--- config.mk ---
export PLATFORM = sky130hd
export DESIGN_NAME = led_pwm_drv_flat
export DESIGN_NICKNAME = d
export VERILOG_FILES = /design/src/rtl/led_pwm_drv_pkg.sv /design/src/rtl/led_pwm_drv_if.sv /design/src/rtl/led_pwm_drv_pwm_gen.sv /design/src/rtl/led_pwm_drv.sv /design/src/flat_wrapper.sv
export SDC_FILE = /design/constraint.sdc
export NUM_CORES = 1
export LEC_CHECK = 0
export ABC_AREA = 1
export BUFFER_PORTS_ARGS = -buffer_cell sky130_fd_sc_hd__buf_2
export CAP_MARGIN = 30
export CORE_AREA = 2 2 39 41
export DETAILED_ROUTE_END_ITERATION = 10
export DIE_AREA = 0 0 41 43
export HOLD_SLACK_MARGIN = 0.15
export PLACE_DENSITY = 0.6
export REMOVE_ABC_BUFFERS = 1
export SYNTH_ARGS = -nofsm -noshare
export SYNTH_HDL_FRONTEND = slang
export SYNTH_HIERARCHICAL = 1
export SYNTH_SLANG_ARGS = --single-unit
--- constraint.sdc ---
create_clock -name clk -period 1.4 [get_ports clk]
set_input_delay 0.28 -clock clk [delete_from_list [all_inputs] [get_ports clk]]
set_output_delay 0.28 -clock clk [all_outputs]
set_load 0.02 [all_outputs]
--- src/rtl/led_pwm_drv_pkg.sv ---
// Shared LED controller definitions: mode encoding and width.
// Used by led_pwm_drv; blink support is selected with `LED_PWM_BLINK_EN`.
package led_pkg;

    localparam int unsigned MODE_W = 2;

    typedef enum logic [MODE_W-1:0] {
        MODE_OFF   = 2'd0,
        MODE_ON    = 2'd1,
        MODE_BLINK = 2'd2
    } mode_e;

endpackage

--- src/rtl/led_pwm_drv_if.sv ---
// Command/status bundle between the debounced button path and the LED driver.
// Drivers connect through the master modport; led_pwm_drv uses the slave modport.
interface led_pwm_drv_if
    import led_pkg::*;
#(
    parameter int unsigned PWM_BITS = 4
) ();

    logic                ce;
    logic                mode_pls;
    logic                level_up_pls;
    logic                led;
    logic [MODE_W-1:0]   mode;
    logic [PWM_BITS-1:0] level;

    modport master (
        output ce, mode_pls, level_up_pls,
        input  led, mode, level
    );

    modport slave (
        input  ce, mode_pls, level_up_pls,
        output led, mode, level
    );

endinterface

--- src/rtl/led_pwm_drv_pwm_gen.sv ---
// PWM counter advancing on ce. Reports the end of each period as a wrap flag,
// and asserts pwm_on while the count is below the brightness level.
module pwm_gen #(
    parameter int unsigned PWM_BITS = 4
) (
    input  logic                clk,
    input  logic                rst_n,
    input  logic                ce_i,
    input  logic [PWM_BITS-1:0] level_i,
    output logic                wrap_o,
    output logic                pwm_on_o
);

    logic [PWM_BITS-1:0] cnt_q, cnt_d;

    always_comb begin
        cnt_d = cnt_q;
        if (ce_i) cnt_d = cnt_q + PWM_BITS'(1);
    end

    always_ff @(posedge clk or negedge rst_n) begin
        if (!rst_n) cnt_q <= '0;
        else        cnt_q <= cnt_d;
    end

    assign wrap_o   = ce_i && (cnt_q == '1);
    assign pwm_on_o = (cnt_q < level_i);

endmodule

--- src/rtl/led_pwm_drv.sv ---
// Single-LED driver: mode FSM, brightness level, optional blink and registered
// LED output. The BLINK mode exists only when `LED_PWM_BLINK_EN` is defined.
module led_pwm_drv
    import led_pkg::*;
#(
    parameter int unsigned PWM_BITS      = 4,
    parameter int unsigned BLINK_PERIODS = 8
) (
    input  logic          clk,
    input  logic          rst_n,
    led_pwm_drv_if.slave  bus
);

    mode_e               mode_q, mode_d;
    logic [PWM_BITS-1:0] level_q, level_d;
    logic                led_q, led_d;
    logic                pwm_wrap;
    logic                pwm_on;
    logic                blink_lit;

    pwm_gen #(
        .PWM_BITS (PWM_BITS)
    ) u_pwm_gen (
        .clk      (clk),
        .rst_n    (rst_n),
        .ce_i     (bus.ce),
        .level_i  (level_q),
        .wrap_o   (pwm_wrap),
        .pwm_on_o (pwm_on)
    );

    // Mode and level react to pulses regardless of ce.
    always_comb begin
        mode_d  = mode_q;
        level_d = level_q;
        if (bus.mode_pls) begin
            case (mode_q)
                MODE_OFF: mode_d = MODE_ON;
`ifdef LED_PWM_BLINK_EN
                MODE_ON:  mode_d = MODE_BLINK;
`endif
                default:  mode_d = MODE_OFF;
            endcase
        end
        if (bus.level_up_pls) level_d = level_q + PWM_BITS'(1);
    end

`ifdef LED_PWM_BLINK_EN
    localparam int unsigned BCW = (BLINK_PERIODS > 1) ? $clog2(BLINK_PERIODS) : 1;
    localparam logic [BCW-1:0] BLINK_LAST = BCW'(BLINK_PERIODS - 1);

    logic [BCW-1:0] blink_cnt_q, blink_cnt_d;
    logic           blink_phase_q, blink_phase_d;

    // Entry restart wins over counting so each BLINK begins with a full lit half.
    always_comb begin
        blink_cnt_d   = blink_cnt_q;
        blink_phase_d = blink_phase_q;
        if (mode_d == MODE_BLINK && mode_q != MODE_BLINK) begin
            blink_cnt_d   = '0;
            blink_phase_d = 1'b1;
        end else if (mode_q == MODE_BLINK && pwm_wrap) begin
            if (blink_cnt_q == BLINK_LAST) begin
                blink_cnt_d   = '0;
                blink_phase_d = ~blink_phase_q;
            end else begin
                blink_cnt_d = blink_cnt_q + BCW'(1);
            end
        end
    end

    always_ff @(posedge clk or negedge rst_n) begin
        if (!rst_n) begin
            blink_cnt_q   <= '0;
            blink_phase_q <= 1'b1;
        end else begin
            blink_cnt_q   <= blink_cnt_d;
            blink_phase_q <= blink_phase_d;
        end
    end

    assign blink_lit = blink_phase_q;
`else
    assign blink_lit = 1'b1;
`endif

    always_comb begin
        led_d = 1'b0;
        case (mode_q)
            MODE_ON:    led_d = pwm_on;
            MODE_BLINK: led_d = pwm_on & blink_lit;
            default:    led_d = 1'b0;
        endcase
    end

    always_ff @(posedge clk or negedge rst_n) begin
        if (!rst_n) begin
            mode_q  <= MODE_OFF;
            level_q <= '1;
            led_q   <= 1'b0;
        end else begin
            mode_q  <= mode_d;
            level_q <= level_d;
            led_q   <= led_d;
        end
    end

    assign bus.led   = led_q;
    assign bus.mode  = mode_q;
    assign bus.level = level_q;

endmodule

--- src/flat_wrapper.sv ---
// flat-port wrapper written by rule: the top's interface ports become plain ports
module led_pwm_drv_flat import led_pkg::*;
#(
    parameter int unsigned PWM_BITS      = 4,
    parameter int unsigned BLINK_PERIODS = 8
)
  (clk, rst_n, bus_ce, bus_mode_pls, bus_level_up_pls, bus_led, bus_mode, bus_level);
  led_pwm_drv_if #(.PWM_BITS(PWM_BITS)) bus_i ();
  input  logic clk;
  input  logic rst_n;
  input wire logic [$bits(bus_i.ce)-1:0] bus_ce;
  input wire logic [$bits(bus_i.mode_pls)-1:0] bus_mode_pls;
  input wire logic [$bits(bus_i.level_up_pls)-1:0] bus_level_up_pls;
  output wire logic [$bits(bus_i.led)-1:0] bus_led;
  output wire logic [$bits(bus_i.mode)-1:0] bus_mode;
  output wire logic [$bits(bus_i.level)-1:0] bus_level;
  assign bus_i.ce = bus_ce;
  assign bus_i.mode_pls = bus_mode_pls;
  assign bus_i.level_up_pls = bus_level_up_pls;
  assign bus_led = bus_i.led;
  assign bus_mode = bus_i.mode;
  assign bus_level = bus_i.level;
  led_pwm_drv #(.PWM_BITS(PWM_BITS), .BLINK_PERIODS(BLINK_PERIODS)) u_core (.clk(clk), .rst_n(rst_n), .bus(bus_i));
endmodule
==> qor.yml, run 1 <==
setup_path:
  cpMostUsedCell: "inv_1"
  reg2reg_slack_ns: 0.09
  r2r-end: "u_core/bus.led$_DFF_PN0_"
  cpMaxStageDelayCell: "dfstp_2"
  crit_chain: "inv_1, ha_1, a21o_1, a21oi_2, nand2_1, inv_1"
  end_kind: "register"
  cp_max_fo: 4
  rr_worst_depth: 6
  rr_startpoint: "u_core/bus.level[3]$_DFFE_PN1P_"
  path_class: "register to register"
  startpoint_type: "register"
  crit_required_ns: 1.61
  crit_arrival_ns: 1.51
  cpPeakStageDelay_ns: 0.55
detailed_routing:
  drt-total-wl_um: 860
  drt_iter0_markers: 4
  viasPerCell: 4.16
  drtAntennaViolNets: 0
  routedWlPerCell_um: 9.56
  dr_total_vias: 374
  drtPass1Iterations: 4
  drc: 0
placement:
  dp_hpwl_um: 649
  gp_congestion: 0.723
  io_buffers: 10
  dp_slack_ns: 0.0940
  placedInstanceArea_um2: 588
power_and_ir_drop:
  p_sw_mw: 0.651
  ir_drop_mv: 1.03
  pwr-share-comb: 0.435
  leakage_nw: 0.366
  clkPwrFrac: 0.165
  powerDensity_mw_per_mm2: 2470
  p_int_mw: 0.924
  switching_share: 0.413
  seq_power_share: 0.399
  power_mw: 1.57
worst_hold_path:
  min_from: "bus_mode_pls"
  whs_endpoint: "u_core/bus.mode[0]$_DFFE_PN0P_"
  min_path_cells: 2
  min_path_type: "input pin to register"
sta:
  min_period_over_period: 0.932
  drv_slew: 0
  worst_slack_ns: 0.0946
  final-hold-violation-count: 0
  finalCriticalPeriod_ns: 1.31
  rsz0062_at_grt: "no"
  timing.fmax_ghz: 0.766
  final.setup_skew_ns: 0.000428
  tns_ns: 0
  setup_viol: 0
cts:
  cts.sinks: 10
  cts_tree: "done"
  clock_path_buffers: 2
  clockRootBuffer: "clkbuf_4"
  cts_setup_buffers: 0
  clkTransAtPathRegs_ns: 0.07
  clk_latency_ns: 0.26
  cts_made_buffers: 3
  h-tree-depth: 1
floorplanning:
  die_y_um: 43
  io_pins: 12
  core-area_mm2: 0.00138
  core.rowCount: 14
  die_area_mm2: 0.00176
  die_x_um: 41
  start_util: 0.380
yosys:
  avgSynthCellArea_um2: 8.76
  syn_inst: 60
  syn-cell-area_um2: 526
  ys_warn_count: 6
global_routing:
  overflow: 0
  grt_pass1_wl_mm: 1.52
  globalRouteTotalUtil: 0.130
  grt_pass1_vias: 375
  use_met1: 0.171
  antenna_found_initial: 0
  grt_util_met2: 0.184
  grt_use_met3: 0.0157
  grt_max_degree: 11
  grt-busiest-layer: "met2"
job:
  maxCapViolCount: 0
final_layout:
  regArea_um2: 255
  drive_above_1_share: 0.257
  multiInputGateArea_um2: 218
  final_util: 0.461
  final_nets: 85
  fill_cells: 138
  fin_area_um2: 638
  diodes: 0
  area_growth_pct: 21.4
run_status:
  status: "complete, no violations"
through the flow:
stage | cells | hold slack (ns)
after floorplan | 59 | -0.0156
after global placement | 85 | 0.151
after detailed placement | 85 | 0.150
after CTS | 90 | 0.174
after global routing | 90 | 0.187
final | 90 | 0.187
area by class of cell:
| class | instances | area share |
|---|---|---|
| flip-flops and latches | 10 | 0.400 |
| multi-input cells | 36 | 0.341 |
| repair buffers | 11 | 0.0941 |
| inverters | 13 | 0.0765 |
| clock buffers | 4 | 0.0569 |
| well taps | 16 | 0.0314 |
routing by layer:
layer | wire, µm | vias to the layer above
li1 | - | 204
met1 | 415 | 162
met2 | 412 | 6
met3 | 13 | 2
met4 | 19 | 0
met5 | 0 | -
how the worst max path moves through the flow:
stage	from	end	slack (ns)	cells past startpoint
final	u_core/bus.level[3]$_DFFE_PN1P_	u_core/bus.led$_DFF_PN0_	0.09	6
after CTS	u_core/bus.level[3]$_DFFE_PN1P_	u_core/bus.led$_DFF_PN0_	0.07	6
after global placement	u_core/bus.level[3]$_DFFE_PN1P_	u_core/bus.led$_DFF_PN0_	0.11	6
after detailed placement	u_core/bus.level[3]$_DFFE_PN1P_	u_core/bus.led$_DFF_PN0_	0.09	6
after global routing	u_core/bus.level[3]$_DFFE_PN1P_	u_core/bus.led$_DFF_PN0_	0.002	6
after floorplan	u_core/bus.level[3]$_DFFE_PN1P_	u_core/bus.led$_DFF_PN0_	0.04	6
flip-flops by register name, summed over array words and instances (netlist names):
signal / flops
u_core/bus.mode: 1
u_core/u_pwm_gen/cnt_q: 4
u_core/bus.level: 4
u_core/bus.led: 1
repair_timing:
action,in CTS,in global routing
endpoints found under the setup margin,0,1
resized for setup,0,1
endpoints found under the hold margin,10,0
hold buffers,1,0
placed cells by master (no fill, tap or decap), types with 2 or more instances in the layout:
cell	instances
clkbuf_4	3
nor2_1	2
buf_2	10
nand2_1	17
o21ai_0	2
inv_1	13
dfstp_2	4
xor2_1	5
ha_1	5
dfrtp_1	6
power by group through the flow:
stage	registers [mW]	logic, mW	clock network [mW]
final	0.629	0.686	0.260
after CTS	0.634	0.669	0.271
after detailed placement	0.637	0.660	0
after global routing	0.660	0.813	0.281
after global placement	0.631	0.638	0
after floorplan	0.718	0.382	0
worst max-delay path, delay by kind of cell, from the launching register on:
family / cells / cell delay [ns]
buffers and inverters: 2 / 0.08
flip-flops: 1 / 0.55
adder cells (fa/ha/maj): 1 / 0.29
AND/OR/NAND/NOR: 1 / 0.05
AO/OA/AOI/OAI: 2 / 0.28
Note: power is estimated with default switching activity, not from simulation.
==> run 2: changes to the inputs <==
--- a/config.mk
+++ b/config.mk
@@ -8,12 +8,16 @@
 export ABC_AREA = 1
 export BUFFER_PORTS_ARGS = -buffer_cell sky130_fd_sc_hd__buf_2
 export CAP_MARGIN = 30
-export CORE_AREA = 2 2 39 41
+export CELL_PAD_IN_SITES_DETAIL_PLACEMENT = 0
+export CELL_PAD_IN_SITES_GLOBAL_PLACEMENT = 2
+export CORE_MARGIN = 1.5
+export CORE_UTILIZATION = 29
 export DETAILED_ROUTE_END_ITERATION = 10
-export DIE_AREA = 0 0 41 43
 export HOLD_SLACK_MARGIN = 0.15
-export PLACE_DENSITY = 0.6
+export MAX_ROUTING_LAYER = met4
+export PLACE_DENSITY = 0.71
 export REMOVE_ABC_BUFFERS = 1
+export SETUP_SLACK_MARGIN = 0.3
 export SYNTH_ARGS = -nofsm -noshare
 export SYNTH_HDL_FRONTEND = slang
 export SYNTH_HIERARCHICAL = 1
==> qor.yml, run 2 (synthesized netlist as in run 1, its figures left out) <==
worst_hold_path:
  min_path_cells: 2
  min_from: "bus_mode_pls"
  whs_endpoint: "u_core/bus.mode[0]$_DFFE_PN0P_"
  min_path_type: "input pin to register"
sta:
  setup_viol: 0
  min_period_over_period: 0.887
  hold_ws_ns: 0.184
  tns_ns: 0
  drv_slew: 0
  timing.fmax_ghz: 0.805
  final-hold-violation-count: 0
  final.setup_skew_ns: 0.00592
  finalCriticalPeriod_ns: 1.24
  rsz0062_at_grt: "yes"
setup_path:
  worst-path-stages: 1
  path_class: "register to output pin"
  cp_max_fo: 4
  cpPeakStageDelay_ns: 0.58
  reg2reg_slack_ns: 0.17
  cpMaxStageDelayCell: "dfstp_2"
  crit_buf_inv: 1
  rr_startpoint: "u_core/bus.level[3]$_DFFE_PN1P_"
  crit_arrival_ns: 0.96
  startpoint_type: "register"
  crit_chain: "buf_6"
  crit_required_ns: 1.12
  r2r-end: "u_core/bus.led$_DFF_PN0_"
  critPathTopFamily: "flip-flops"
  end_kind: "output pin"
  rr_worst_depth: 6
job:
  maxCapViolCount: 0
detailed_routing:
  dr_wl_met2_um: 427
  drc: 0
  drtAntennaViolNets: 0
  routed.top_layer: "met4"
  routedWlPerCell_um: 9.65
  dr_wl_met3_um: 41
  dr_total_vias: 388
  drt-total-wl_um: 994
  wl_met1_um: 514
  drtPass1Iterations: 2
  viasPerCell: 3.77
  drt_iter0_markers: 4
final_layout:
  area_growth_pct: 42.9
  drive_above_1_share: 0.359
  final_nets: 89
  final_cell_mix: "17 x nand2_1, 10 x inv_1, 6 x buf_6, 6 x dfrtp_1, 5 x xor2_1"
  final_util: 0.440
  multiInputGateArea_um2: 251
  final_common_cell: "nand2_1"
  fill_cells: 180
  diodes: 0
  regArea_um2: 255
  fin_cells: 103
floorplanning:
  die_x_um: 45.6
  core-area_mm2: 0.00171
  start_util: 0.308
  core.rowCount: 15
  die_area_mm2: 0.00208
  io_pins: 12
  die_y_um: 45.6
global_routing:
  globalRouteTotalUtil: 0.119
  antenna_found_initial: 0
  grt_pass1_wl_mm: 1.59
  grt_pass1_vias: 361
  grt_max_degree: 11
  overflow: 0
cts:
  clock_path_buffers: 2
  cts_tree: "done"
  cts_made_buffers: 3
  h-tree-depth: 1
  cts.sinks: 10
  clockRootBuffer: "clkbuf_4"
  clkTransAtPathRegs_ns: 0.07
  clk_latency_ns: 0.26
power_and_ir_drop:
  leakage_nw: 0.394
  power_mw: 1.88
  ir_drop_mv: 1.10
  powerDensity_mw_per_mm2: 2500
placement:
  gp_congestion: 0.660
  dp_cells: 94
  io_buffers: 10
  dp_hpwl_um: 681
run_status:
  status: "complete, no violations"
## run 2: cell types whose count changed in the layout (fill, tap and decap cells not counted), sizes merged
cell and change:
buf +4
## run 2: stage by stage
stage	setup WS (ns)	cell area [µm²]
floorplan	0.0368	518
global placement	0.0956	599
detailed placement	0.0728	599
CTS	0.147	732
global route	0.121	751
finish	0.158	751
## run 2: per-layer routing
metal / vias up / GRT usage
met3: 2 / 0.0238
met2: 8 / 0.155
met1: 165 / 0.158
li1: 213 / -
met5: - / -
met4: 0 / 0.0882
## run 2: timing repair
action / 4_1_cts / 5_1_grt
setup buffers: 4 / 0
gates resized for setup: 13 / 5
endpoints found under the setup margin: 7 / 9
hold endpoints to repair: 10 / 0
pin swaps: 5 / 3
hold buffers: 1 / 0
## run 2: area by class of cell
cell class	instances	area share
inverters	13	0.0650
clock buffers	4	0.0483
flip-flops and latches	10	0.340
well taps	25	0.0417
repair buffers	15	0.170
multi-input cells	36	0.335
## run 2: how the worst max path moves through the flow
stage | startpoint | endpoint | slack [ns]
6_report | u_core/bus.level[1]$_DFFE_PN1P_ | bus_level[1] | 0.16
3_5_place_dp | u_core/bus.level[3]$_DFFE_PN1P_ | u_core/bus.led$_DFF_PN0_ | 0.07
4_1_cts | u_core/bus.level[1]$_DFFE_PN1P_ | bus_level[1] | 0.15
2_1_floorplan | u_core/bus.level[3]$_DFFE_PN1P_ | u_core/bus.led$_DFF_PN0_ | 0.04
5_1_grt | u_core/bus.level[3]$_DFFE_PN1P_ | u_core/bus.led$_DFF_PN0_ | 0.12
3_3_place_gp | u_core/bus.level[3]$_DFFE_PN1P_ | u_core/bus.led$_DFF_PN0_ | 0.1
## run 2: power breakdown
part	switching, mW	total (mW)	internal (mW)
logic	0.469	0.971	0.502
registers	0.167	0.648	0.480
clock network	0.104	0.262	0.158
total	0.740	1.88	1.14
==> run 3: changes to the inputs <==
--- a/config.mk
+++ b/config.mk
@@ -11,11 +11,11 @@
 export CELL_PAD_IN_SITES_DETAIL_PLACEMENT = 0
 export CELL_PAD_IN_SITES_GLOBAL_PLACEMENT = 2
 export CORE_MARGIN = 1.5
-export CORE_UTILIZATION = 29
+export CORE_UTILIZATION = 26
 export DETAILED_ROUTE_END_ITERATION = 10
 export HOLD_SLACK_MARGIN = 0.15
 export MAX_ROUTING_LAYER = met4
-export PLACE_DENSITY = 0.71
+export PLACE_DENSITY = 0.67
 export REMOVE_ABC_BUFFERS = 1
 export SETUP_SLACK_MARGIN = 0.3
 export SYNTH_ARGS = -nofsm -noshare
==> constraint.sdc (replaced) <==
create_clock -name clk -period 1.05 [get_ports clk]
set_input_delay 0.21 -clock clk [delete_from_list [all_inputs] [get_ports clk]]
set_output_delay 0.21 -clock clk [all_outputs]
set_load 0.02 [all_outputs]
==> qor.yml, run 3 (synthesized netlist as in run 1, its figures left out) <==
setup_path:
  cpPeakStageDelay_ns: 0.55
  worst-path-stages: 2
  rr_worst_depth: 6
  critPathTopFamily: "flip-flops"
  cp-startpoint: "u_core/bus.level[1]$_DFFE_PN1P_"
  reg2reg_slack_ns: -0.16
  crit_buf_inv: 2
  path_class: "register to output pin"
  r2r-end: "u_core/bus.led$_DFF_PN0_"
  crit_arrival_ns: 1.01
  cpMostUsedCell: "buf_6"
  crit_required_ns: 0.84
  rr_startpoint: "u_core/bus.level[3]$_DFFE_PN1P_"
  startpoint_type: "register"
  cpMaxStageDelayCell: "dfstp_2"
  cp_max_fo: 2
  crit_chain: "buf_6, buf_6"
  end_kind: "output pin"
placement:
  dp_cells: 101
  io_buffers: 10
  gp_congestion: 0.710
  placedInstanceArea_um2: 639
  dp_hpwl_um: 662
floorplanning:
  io_pins: 12
  start_util: 0.273
  core-area_mm2: 0.00192
  die_y_um: 48.0
  die_x_um: 48.0
  die_area_mm2: 0.00230
  core.rowCount: 16
sta:
  worst_slack_ns: -0.169
  final.setup_skew_ns: 0.00930
  min_period_over_period: 1.16
  rsz0062_at_grt: "yes"
  drv_slew: 0
  final-hold-violation-count: 0
  setup_viol: 8
  timing.fmax_ghz: 0.820
  finalCriticalPeriod_ns: 1.22
  hold_ws_ns: 0.155
power_and_ir_drop:
  ir_drop_mv: 1.53
  powerDensity_mw_per_mm2: 3330
  leakage_nw: 0.454
  power_mw: 3.08
global_routing:
  grt_pass1_vias: 381
  overflow: 0
  grt_pass1_wl_mm: 1.71
  antenna_found_initial: 0
  globalRouteTotalUtil: 0.120
  grt_max_degree: 11
detailed_routing:
  viasPerCell: 3.91
  routedWlPerCell_um: 9.62
  drtPass1Iterations: 4
  drc: 0
  drt_iter0_markers: 6
  dr_total_vias: 442
  drt-total-wl_mm: 1.09
  drtAntennaViolNets: 0
worst_hold_path:
  whs_endpoint: "u_core/bus.mode[0]$_DFFE_PN0P_"
  min_path_type: "input pin to register"
  min_from: "bus_mode_pls"
  min_path_cells: 2
run_status:
  status: "finished with violations"
  violations: "setup timing"
final_layout:
  final_nets: 98
  multiInputGateArea_um2: 333
  fin_area_um2: 925
  area_growth_pct: 76.0
  final_cell_mix: "15 x buf_6, 12 x nand2_1, 11 x inv_1"
  regArea_um2: 258
  drive_above_1_share: 0.581
  fin_cells: 113
  diodes: 0
  fill_cells: 199
  final_common_cell: "buf_6"
cts:
  clock_path_buffers: 2
  clkTransAtPathRegs_ns: 0.05
  clk_latency_ns: 0.26
  hold_buffers: 1
  clockRootBuffer: "clkbuf_4"
  cts_made_buffers: 3
  cts_tree: "done"
  cts.sinks: 10
  h-tree-depth: 1
job:
  maxCapViolCount: 0
## run 3: cell types whose count changed in the layout (fill, tap and decap cells not counted), sizes merged
cell    before  now
clkbuf       4    3
buf         14   23
## run 3: worst max path at each step
stage	endpoint	slack (ns)
4_1_cts	bus_level[3]	-0.18
3_5_place_dp	u_core/bus.led$_DFF_PN0_	-0.25
3_3_place_gp	u_core/bus.led$_DFF_PN0_	-0.23
5_1_grt	u_core/bus.led$_DFF_PN0_	-0.26
6_report	bus_level[1]	-0.17
2_1_floorplan	u_core/bus.led$_DFF_PN0_	-0.31
## run 3: report_power, final
part | switching, mW | total (mW) | internal [mW]
Clock | 0.117 | 0.249 | 0.132
Combinational | 0.850 | 1.95 | 1.10
Sequential | 0.235 | 0.883 | 0.648
## run 3: final cells by class
class / instances / area share
Multi-Input combinational cell: 36 / 0.360
Timing Repair Buffer: 24 / 0.248
Clock buffer: 3 / 0.0244
Inverter: 13 / 0.0528
Sequential cell: 10 / 0.279
Tap cell: 27 / 0.0365
## run 3: layer usage
metal | GRT usage | vias to the layer above | part of all wire
met1 | 0.163 | 199 | 0.44
met4 | 0.0486 | 0 | 0.012
li1 | - | 231 | -
met3 | 0.0679 | 2 | 0.054
met2 | 0.144 | 10 | 0.49
met5 | - | - | 0
## run 3: per-stage QoR
| stage | utilization | setup slack (ns) | TNS (ns) |
|---|---|---|---|
| floorplan | - | -0.313 | -0.313 |
| global route | 0.481 | -0.256 | -1.40 |
| global placement | 0.333 | -0.227 | -0.259 |
| detailed placement | 0.333 | -0.253 | -0.285 |
| finish | 0.481 | -0.169 | -0.980 |
| CTS | 0.432 | -0.182 | -0.938 |
## run 3: what timing repair did
item	in CTS	in global routing
hold endpoints to repair	11	1
setup endpoints to repair	14	16
setup buffers	5	3
gates resized for setup	34	14
pin swaps	13	12
